### src/rtl/instr_decode_pkg.sv
// Shared instruction-set constants and the decoder state type for the instruction decoder.
package instr_decode_pkg;

  localparam logic [4:0] OP_VALL = 5'b00000;
  localparam logic [4:0] OP_VALH = 5'b00001;
  localparam logic [4:0] OP_MOVC = 5'b00010;
  localparam logic [4:0] OP_MATH = 5'b10000;
  localparam logic [4:0] OP_INCR = 5'b10010;
  localparam logic [4:0] OP_FUNC = 5'b11111;

  localparam logic [3:0] REG_R0  = 4'b0000;
  localparam logic [3:0] MATH_ADD = 4'b0000;
  localparam logic [3:0] MATH_SUB = 4'b0001;

  localparam logic [3:0] FN_LJ0  = 4'b0000;
  localparam logic [3:0] FN_LJ3  = 4'b0011;
  localparam logic [3:0] FN_SRTL = 4'b1100;
  localparam logic [3:0] FN_STRH = 4'b1101;
  localparam logic [3:0] FN_DNE  = 4'b1111;

  typedef enum logic [1:0] {
    ST_IDLE,
    ST_PEND,
    ST_REPLAY,
    ST_HALT
  } dec_state_e;

endpackage

### src/rtl/instr_decode_out_reg.sv
// Single-entry valid/ready holding register for the decoded output record.
module instr_out_reg #(
  parameter int unsigned W = 8
) (
  input  logic         clk,
  input  logic         reset,
  input  logic         flush,
  input  logic         load,
  input  logic [W-1:0] din,
  input  logic         out_ready,
  output logic         out_valid,
  output logic [W-1:0] dout,
  output logic         slot_free
);

  logic         valid_q, valid_d;
  logic [W-1:0] data_q, data_d;

  assign slot_free = !valid_q || out_ready;
  assign out_valid = valid_q;
  assign dout      = data_q;

  always_comb begin
    valid_d = valid_q;
    data_d  = data_q;
    if (flush) begin
      valid_d = 1'b0;
    end else if (load) begin
      valid_d = 1'b1;
      data_d  = din;
    end else if (out_ready) begin
      valid_d = 1'b0;
    end
  end

  always_ff @(posedge clk or posedge reset) begin
    if (reset) begin
      valid_q <= 1'b0;
      data_q  <= '0;
    end else begin
      valid_q <= valid_d;
      data_q  <= data_d;
    end
  end

endmodule

### src/rtl/instr_decode.sv
// Instruction decoder: fuses vall+valh immediate pairs and emits one registered record per word.
module instr_decode
  import instr_decode_pkg::*;
#(
  parameter int unsigned INSTR_W = 9,
  parameter int unsigned OPC_W   = 5,
  parameter int unsigned FUSE    = 1,
  parameter int unsigned CNT_W   = 16
) (
  input  logic                          clk,
  input  logic                          reset,
  input  logic                          flush,
  input  logic                          in_valid,
  input  logic [INSTR_W-1:0]            in_instr,
  output logic                          in_ready,
  output logic                          out_valid,
  input  logic                          out_ready,
  output logic [OPC_W-1:0]              out_op,
  output logic [INSTR_W-OPC_W-1:0]      out_fld,
  output logic [2*(INSTR_W-OPC_W)-1:0]  out_imm,
  output logic                          out_fused,
  output logic                          out_illegal,
  output logic                          halted,
  output logic [CNT_W-1:0]              icount
);

  localparam int unsigned FLD_W = INSTR_W - OPC_W;
  localparam int unsigned REC_W = OPC_W + 3 * FLD_W + 2;

  function automatic logic is_dne(logic [OPC_W-1:0] op, logic [FLD_W-1:0] f);
    return (op == OPC_W'(OP_FUNC)) && (f == FLD_W'(FN_DNE));
  endfunction

  // Record layout: {op, fld, imm_hi, imm_lo, fused, illegal}; imm_lo is always fld.
  function automatic logic [REC_W-1:0] pack_rec(logic [OPC_W-1:0] op, logic [FLD_W-1:0] f,
                                                logic [FLD_W-1:0] hi, logic fused);
    logic legal_fn;
    legal_fn = (f <= FLD_W'(FN_LJ3)) || (f == FLD_W'(FN_SRTL)) ||
               (f == FLD_W'(FN_STRH)) || (f == FLD_W'(FN_DNE));
    return {op, f, hi, f, fused, (op == OPC_W'(OP_FUNC)) && !legal_fn};
  endfunction

  dec_state_e         state_q, state_d;
  logic [FLD_W-1:0]   held_q, held_d;
  logic [INSTR_W-1:0] stored_q, stored_d;
  logic [CNT_W-1:0]   icount_q, icount_d;
  logic               halted_q, halted_d;

  logic               load, acc, slot_free;
  logic [REC_W-1:0]   rec, rec_q;

  logic [OPC_W-1:0] in_op, st_op;
  logic [FLD_W-1:0] in_fld, st_fld;

  assign in_op  = in_instr[INSTR_W-1 -: OPC_W];
  assign in_fld = in_instr[FLD_W-1:0];
  assign st_op  = stored_q[INSTR_W-1 -: OPC_W];
  assign st_fld = stored_q[FLD_W-1:0];

  always_comb begin
    state_d  = state_q;
    held_d   = held_q;
    stored_d = stored_q;
    load     = 1'b0;
    rec      = '0;
    in_ready = ((state_q == ST_IDLE) || (state_q == ST_PEND)) && slot_free && !flush;
    acc      = in_valid && in_ready;
    icount_d = icount_q + CNT_W'(acc);

    unique case (state_q)
      ST_IDLE: begin
        if (acc) begin
          if ((FUSE != 0) && (in_op == OPC_W'(OP_VALL))) begin
            held_d  = in_fld;
            state_d = ST_PEND;
          end else begin
            load = 1'b1;
            rec  = pack_rec(in_op, in_fld, '0, 1'b0);
            if (is_dne(in_op, in_fld)) state_d = ST_HALT;
          end
        end
      end
      ST_PEND: begin
        if (acc) begin
          load = 1'b1;
          if (in_op == OPC_W'(OP_VALH)) begin
            rec     = pack_rec(OPC_W'(OP_VALL), held_q, in_fld, 1'b1);
            state_d = ST_IDLE;
          end else begin
            // The held vall goes out unfused; the new word is kept for the next free slot.
            rec = pack_rec(OPC_W'(OP_VALL), held_q, '0, 1'b0);
            if (in_op == OPC_W'(OP_VALL)) begin
              held_d = in_fld;
            end else begin
              stored_d = in_instr;
              state_d  = ST_REPLAY;
            end
          end
        end
      end
      ST_REPLAY: begin
        if (slot_free) begin
          load    = 1'b1;
          rec     = pack_rec(st_op, st_fld, '0, 1'b0);
          state_d = is_dne(st_op, st_fld) ? ST_HALT : ST_IDLE;
        end
      end
      ST_HALT: ;
      default: state_d = ST_IDLE;
    endcase

    if (flush) begin
      load    = 1'b0;
      state_d = (state_q == ST_HALT) ? ST_HALT : ST_IDLE;
    end
    halted_d = (state_d == ST_HALT);
  end

  always_ff @(posedge clk or posedge reset) begin
    if (reset) begin
      state_q  <= ST_IDLE;
      held_q   <= '0;
      stored_q <= '0;
      icount_q <= '0;
      halted_q <= 1'b0;
    end else begin
      state_q  <= state_d;
      held_q   <= held_d;
      stored_q <= stored_d;
      icount_q <= icount_d;
      halted_q <= halted_d;
    end
  end

  instr_out_reg #(.W(REC_W)) u_out_reg (
    .clk       (clk),
    .reset     (reset),
    .flush     (flush),
    .load      (load),
    .din       (rec),
    .out_ready (out_ready),
    .out_valid (out_valid),
    .dout      (rec_q),
    .slot_free (slot_free)
  );

  logic [FLD_W-1:0] imm_lo_unused;
  assign {out_op, out_fld, out_imm, out_fused, out_illegal} = {rec_q[REC_W-1 -: OPC_W + 2*FLD_W],
                                                               rec_q[FLD_W+1:0]};
  assign imm_lo_unused = rec_q[FLD_W+1:2];
  assign halted = halted_q;
  assign icount = icount_q;

endmodule

### config.mk
export PLATFORM = sky130hd
export DESIGN_NAME = instr_decode
export DESIGN_NICKNAME = d
export VERILOG_FILES = /design/src/rtl/instr_decode_pkg.sv /design/src/rtl/instr_decode_out_reg.sv /design/src/rtl/instr_decode.sv
export SDC_FILE = /design/constraint.sdc
export NUM_CORES = 1
export LEC_CHECK = 0
export ABC_CLOCK_PERIOD_IN_PS = 4200
export CORE_MARGIN = 2
export CORE_UTILIZATION = 50
export DETAILED_ROUTE_END_ITERATION = 10
export MAX_ROUTING_LAYER = met4
export PLACE_DENSITY = 0.8
export REMOVE_ABC_BUFFERS = 1
export SLEW_MARGIN = 20
export SYNTH_ARGS = -nofsm -noshare
export SYNTH_HDL_FRONTEND = slang
export SYNTH_SLANG_ARGS = --single-unit
### constraint.sdc
create_clock -name clk -period 4.2 [get_ports clk]
set_clock_uncertainty 0.2 [all_clocks]
set_input_delay 0.84 -clock clk [delete_from_list [all_inputs] [get_ports clk]]
set_output_delay 0.84 -clock clk [all_outputs]
set_load 0.05 [all_outputs]
==> metrics, run 1 <==
status finished clean; Pwr Density around 300 nW/um^2; post-cts resize count 0; hold_buf cts 0; most frequent cell after synthesis dfrtp_1; Fin. Hold Viols 0; final slew viol count 0; crit start category input pin; Die X-Extent approximately 71 microns; Area growth syn-to-layout 26.3%; most frequent CP cell clkdlybuf4s50_1; hold depth 1; share of cells above drive strength 1 0.112; distinct cell type count after synthesis 40; actual slew at the worst max-slew pin 821 ps; chip height 70.6 microns; Syn. warnings 0; largest family of logic cells by synthesized area simple AND/OR/NAND/NOR gates; Cell Count, Final, Fillers Out 301; Core Area 4320 sq um; initial antenna violation count 0; root buf cell clkbuf_8; max incr delay on CP 790 ps; simple-gate share of the synthesized area 0.188; antenna cells 0; Synth Area in XOR/XNOR 0.0552; flop2flop setup slack 1840 ps; critical hold path startpoint icount[15]$_DFF_PP0_; CTS Buf Count 5; vias in the first global route 1555; CP Data Arrival Time 2510 ps; Final Critical Period 3550 ps; #FFs+latches synth 48; Crit path buffers/inverters 2; mux cell area share after synthesis 0.0355; Max Fclk 0.282 GHz; # rows 24; delay-heaviest family, CP buffers and inverters; Die ar. 4990 sq um; Most used DFF post-synth dfrtp_1; cells on worst reg2reg path 9; Max Cap Violations 0; Max-slew headroom 0.452; register clock-pin slew on the reported worst setup and hold paths 80 ps; TritonCTS Sinks 48; Congestion Overflow GR 0; first-iteration detailed-routing DRC count 161; largest net degree at the start of global routing 49; Hold WC Path Type reg -> reg; final worst path period share 0.845; Power Total 0.839 mW; via total after detailed routing 1693; worst r2r dst icount[10]$_DFF_PP0_; DPL Wire Length 3.15 mm; Final Hold Slack 274 ps; unrepaired setup endpoints after global routing no; CTS tree built; GPL Wtd Cong approximately 0.85; IO Pins 52; Required @ worst endpoint 3160 ps; Crit-path slowest cell clkdlybuf4s50_1; gr usage total 0.194; routed len/inst roughly 15 microns; Post-synth EDFFs 0; CP Class in -> out; sequential area share after synthesis 0.541; Mapped Cells 200; worst-skew pair later-pin latency 310 ps; Buffers on Ports 51; post-route ant nets 0; crit-path cells clkdlybuf4s50_1 > nor2_2 > and2_1 > clkdlybuf4s50_1; Via-to-Cell Ratio 5.62; DP Cell Count 293; setup violators final 0; Critical R2R Launch state_q[1]$_DFF_PP0_; top cells by count, synth 48 x dfrtp_1, 20 x nand2_1, 17 x nor2_1; Async S/R FF share, synth 1.00; Peak VDD IR 0.163 mV; Final #Nets 264; Compound-Gate Fraction of Synth Area 0.121; CP endpoint kind output pin; Yosys top cell area share 0.541; Max clock buf depth 2; average cell area after synthesis 11.1 sq um; Final TNS setup 0 ps; Post-CTS Repair Setup Buffers 0; Starting Density 0.514; global-route wire length before repair 7.43 mm; Leak approximately 1.3 nW; Adder-Cell Fraction of Synth Area 0.0113; # DRC 0; top cells by area, synth dfrtp_1 54%, xnor2_1 3.9%, mux2_2 3.5%, nand2_1 3.4%, nor2_1 2.9%; hold path endpoint icount[15]$_DFF_PP0_; routed wire length 4.49 mm; cell taking the most area after synthesis dfrtp_1; crit-path max FO 8; synthesized cell area around 2200 sq um; length of the first detailed-routing pass in iterations 4; H-tree depth 2
where the power goes:
group / leakage [nW] / internal (mW) / switching (mW)
clock: 0.0510 / 0.132 / 0.152
combinational: 0.576 / 0.0291 / 0.0530
sequential: 0.645 / 0.469 / 0.00485
worst reg2reg max path, delay by kind of cell, from the launching register on:
| kind | cells | cell delay, ps |
|---|---|---|
| xor+xnor | 1 | 130 |
| fa+ha+maj | 2 | 450 |
| buf+inv | 1 | 140 |
| flops | 1 | 460 |
| simple gates | 5 | 870 |
cells in the final DEF, fill, tap and decap left out, drive strengths merged, types with 6 or more instances in the layout:
cell type / synthesis / routed
nand3: 12 / 12
dfrtp: 48 / 48
xnor2: 10 / 10
nand2: 20 / 20
nor2: 22 / 22
clkbuf: 1 / 6
and3: 6 / 6
o21ai: 6 / 6
a21oi: 7 / 7
clkdlybuf4s50: 0 / 51
mux2: 7 / 7
layout make-up:
type | count | area [sq um]
timing repair buffer | 51 | 510
clock buffer | 6 | 82.6
sequential | 48 | 1200
fill | 362 | 1520
multi-input combinational | 136 | 911
tap | 52 | 65.1
inverter | 6 | 23.8
clock inverter | 2 | 10.0
kinds of logic (layout without fill, tap and decap cells):
logic type | count (synthesis) | count (layout)
xor+xnor | 14 | 14
flops | 48 | 48
mux | 7 | 7
compound gates | 35 | 35
buf+inv | 16 | 65
simple gates | 78 | 78
fa+ha+maj | 2 | 2
metal layers:
layer | wire length (microns) | track usage | vias up
li1 | - | - | 808
met1 | 2130 | 0.270 | 832
met2 | 2090 | 0.285 | 46
met3 | 213 | 0.0456 | 7
met4 | 61 | 0.0629 | 0
met5 | 0 | - | -
how the worst max path moves through the flow:
| stage | startpoint | endpoint | slack, ps | depth (start not counted) |
|---|---|---|---|---|
| 6_report | flush | in_ready | 650 | 4 |
| 4_1_cts | flush | in_ready | 660 | 4 |
| 3_5_place_dp | flush | in_ready | 660 | 4 |
| 3_3_place_gp | flush | in_ready | 680 | 4 |
| 5_1_grt | flush | in_ready | 540 | 4 |
| 2_1_floorplan | out_ready | icount[10]$_DFF_PP0_ | 1580 | 9 |
registers in the layout (all words and copies together) (netlist names):
name,count
halted,1
held_q,4
icount,16
state_q,2
stored_q,9
u_out_reg.dout,15
u_out_reg.out_valid,1
through the flow:
step | utilization | cell area [sq um] | setup slack [ps]
6_report | 0.648 | 2800 | 650
5_1_grt | 0.648 | 2800 | 542
2_1_floorplan | - | 2130 | 1580
4_1_cts | 0.648 | 2800 | 655
3_5_place_dp | 0.627 | 2710 | 661
3_3_place_gp | 0.627 | 2710 | 684
Power figures use the tool's default switching activity.
==> run 2: changes to the inputs <==
- ABC_CLOCK_PERIOD_IN_PS: 4200 -> 2900
- CORE_UTILIZATION: 50 -> 45
- PLACE_DENSITY: 0.8 -> 0.76
- clock period: 4.2 -> 2.9 ns (I/O delays scaled with it)
==> run 2 against run 1 <==
Against the previous run:
- cell count rose by 7.0%
- sequential share of layout area is 1.1 points lower
- via count up 2.4%
- die area grew 10%
- flip-flop and latch count did not move
- clock power grew 23%
- core utilization down 4.4 points
- cell area up 2.5%
- combinational power is 50% higher
==> metrics, run 2 (synthesis gave the netlist of run 1 again) <==
CTS Buf Count 5; actual slew at the worst max-slew pin between 500 and 600 ps; IO Pins 52; crit start category input pin; chip height 74.3 microns; Core Area approximately 4800 sq um; Final #Nets 273; unrepaired setup endpoints after global routing no; hold_buf cts 0; Max Cap Violations 0; most common cell after layout, fill and taps aside clkdlybuf4s50_1; Via-to-Cell Ratio around 5.4; Congestion Overflow GR 0; Post-CTS Repair Setup Buffers 0; max incr delay on CP about 600 ps; global-route wire length before repair 7.78 mm; antenna cells 0; final worst path period share 0.828; CP Data Arrival Time 2340 ps; gr usage total 0.191; share of cells above drive strength 1 0.137; GPL Wtd Cong between 0.8 and 0.9; uppermost layer routed met4; Max clock buf depth 2; Final WS setup 498 ps; # DRC 0; routed wire length 4.66 mm; CTS tree built; CP Class in -> reg; final slew viol count 0; crit-path max FO 5; register clock-pin slew on the reported worst setup and hold paths around 80 ps; first-iteration detailed-routing DRC count 210; Peak VDD IR 0.326 mV; status finished clean; largest net degree at the start of global routing 26; Die X-Extent 74.3 microns; Crit-path slowest cell or4_4; DR WL met3 ~310 microns; post-cts resize count 0; vias in the first global route between 1500 and 2000; routed len/inst 14.5 microns; Final TNS setup 0 ps; met2 wire length between 2 and 2.5 mm; Final Critical Period 2400 ps; worst-skew pair later-pin latency roughly 290 ps; Starting Density 0.467; DPL Wire Length 3.44 mm; DP Worst Slack 234 ps; Pwr Density 402 nW/um^2; Buffers on Ports 51; Hold WC Path Type reg -> reg; Gate power share 0.106; TritonCTS Sinks 48; Final Util 0.605; crit-path cells clkdlybuf4s50_1 > or4_4 > nor2_1 > nor3_1 > a222oi_1 > a21oi_1; Flop pwr share 0.594; most frequent cells in the layout 50 x clkdlybuf4s50_1, 48 x dfrtp_1, 20 x nand2_1, 17 x nor2_1, 11 x nand3_1; Max-slew headroom 0.601; via total after detailed routing between 1500 and 2000; Internal 0.879 mW; Fillers just over 400; NetSw 0.276 mW; H-tree depth 2; Fin. Hold Viols 0; Sw Ratio 0.239; root buf cell clkbuf_8; Die ar. 5510 sq um; Max Fclk between 0.4 and 0.5 GHz; delay-heaviest family, CP simple AND/OR/NAND/NOR gates; post-route ant nets 0; # rows 25; max reg flops 16; flop2flop setup slack 810 ps; Crit path buffers/inverters 1; DP Cell Count 317; initial antenna violation count 0; clock network power share 0.300; Leak between 1 and 1.5 nW; Required @ worst endpoint 2840 ps; setup violators final 0; wire length on met1 2.10 mm; CP endpoint kind register; length of the first detailed-routing pass in iterations 4; Cell Count, Final, Fillers Out 322; Area growth syn-to-layout 29.5%
==> run 2: changes by cell type in the layout (fill, tap and decap cells not counted), sizes merged <==
cell and delta:
inv +1, clkbuf -1, clkdlybuf4s50 -1, clkinv -3, buf +10
==> run 2: final cells by class <==
type	count	area, sq um	share of cell area
inverters	6	22.5	0.00783
multi-input cells	136	911	0.317
clock buffers	5	68.8	0.0239
well taps	67	83.8	0.0292
repair buffers	60	588	0.205
flip-flops and latches	48	1200	0.418
==> run 2: metal layers <==
layer | up-vias | global-route usage
met5 | - | -
met4 | 0 | 0.0536
met3 | 4 | 0.0447
met2 | 59 | 0.297
met1 | 842 | 0.255
li1 | 828 | -
==> run 2: power by group through the flow <==
stage | logic [mW] | clock network (mW) | registers (mW)
after floorplan | 0.0240 | 0 | 0.738
after global placement | 0.123 | 0 | 0.699
after detailed placement | 0.124 | 0 | 0.699
after CTS | 0.125 | 0.366 | 0.686
after global routing | 0.132 | 0.388 | 0.688
final | 0.123 | 0.347 | 0.686
==> run 2: path summary, 6_finish.rpt <==
kind,cells after the start,from,to
max,6,in_instr[6],u_out_reg.dout[13]$_DFFE_PP0P_
min,2,u_out_reg.dout[15]$_DFFE_PP0P_,u_out_reg.dout[15]$_DFFE_PP0P_
max reg2reg,9,state_q[1]$_DFF_PP0_,icount[10]$_DFF_PP0_
min reg2reg,2,u_out_reg.dout[15]$_DFFE_PP0P_,u_out_reg.dout[15]$_DFFE_PP0P_
max in group asynchronous,3,reset,icount[10]$_DFF_PP0_
min in group asynchronous,2,reset,icount[7]$_DFF_PP0_
==> run 2: through the flow <==
stage | area [sq um] | hold WS [ps] | power (mW)
3_5_place_dp | 2810 | 264 | 0.823
5_1_grt | 2880 | 299 | 1.21
2_1_floorplan | 2130 | 260 | 0.762
4_1_cts | 2880 | 285 | 1.18
3_3_place_gp | 2810 | 260 | 0.822
6_report | 2880 | 279 | 1.16
==> run 2: worst register-to-register path: cells and delay by family, from the launching register on <==
| kind | cells | cell delay, ps |
|---|---|---|
| AND/OR/NAND/NOR | 5 | 680 |
| XOR/XNOR | 1 | 130 |
| adder cells (fa/ha/maj) | 2 | 420 |
| buffers and inverters | 1 | 80 |
| flip-flops | 1 | 460 |
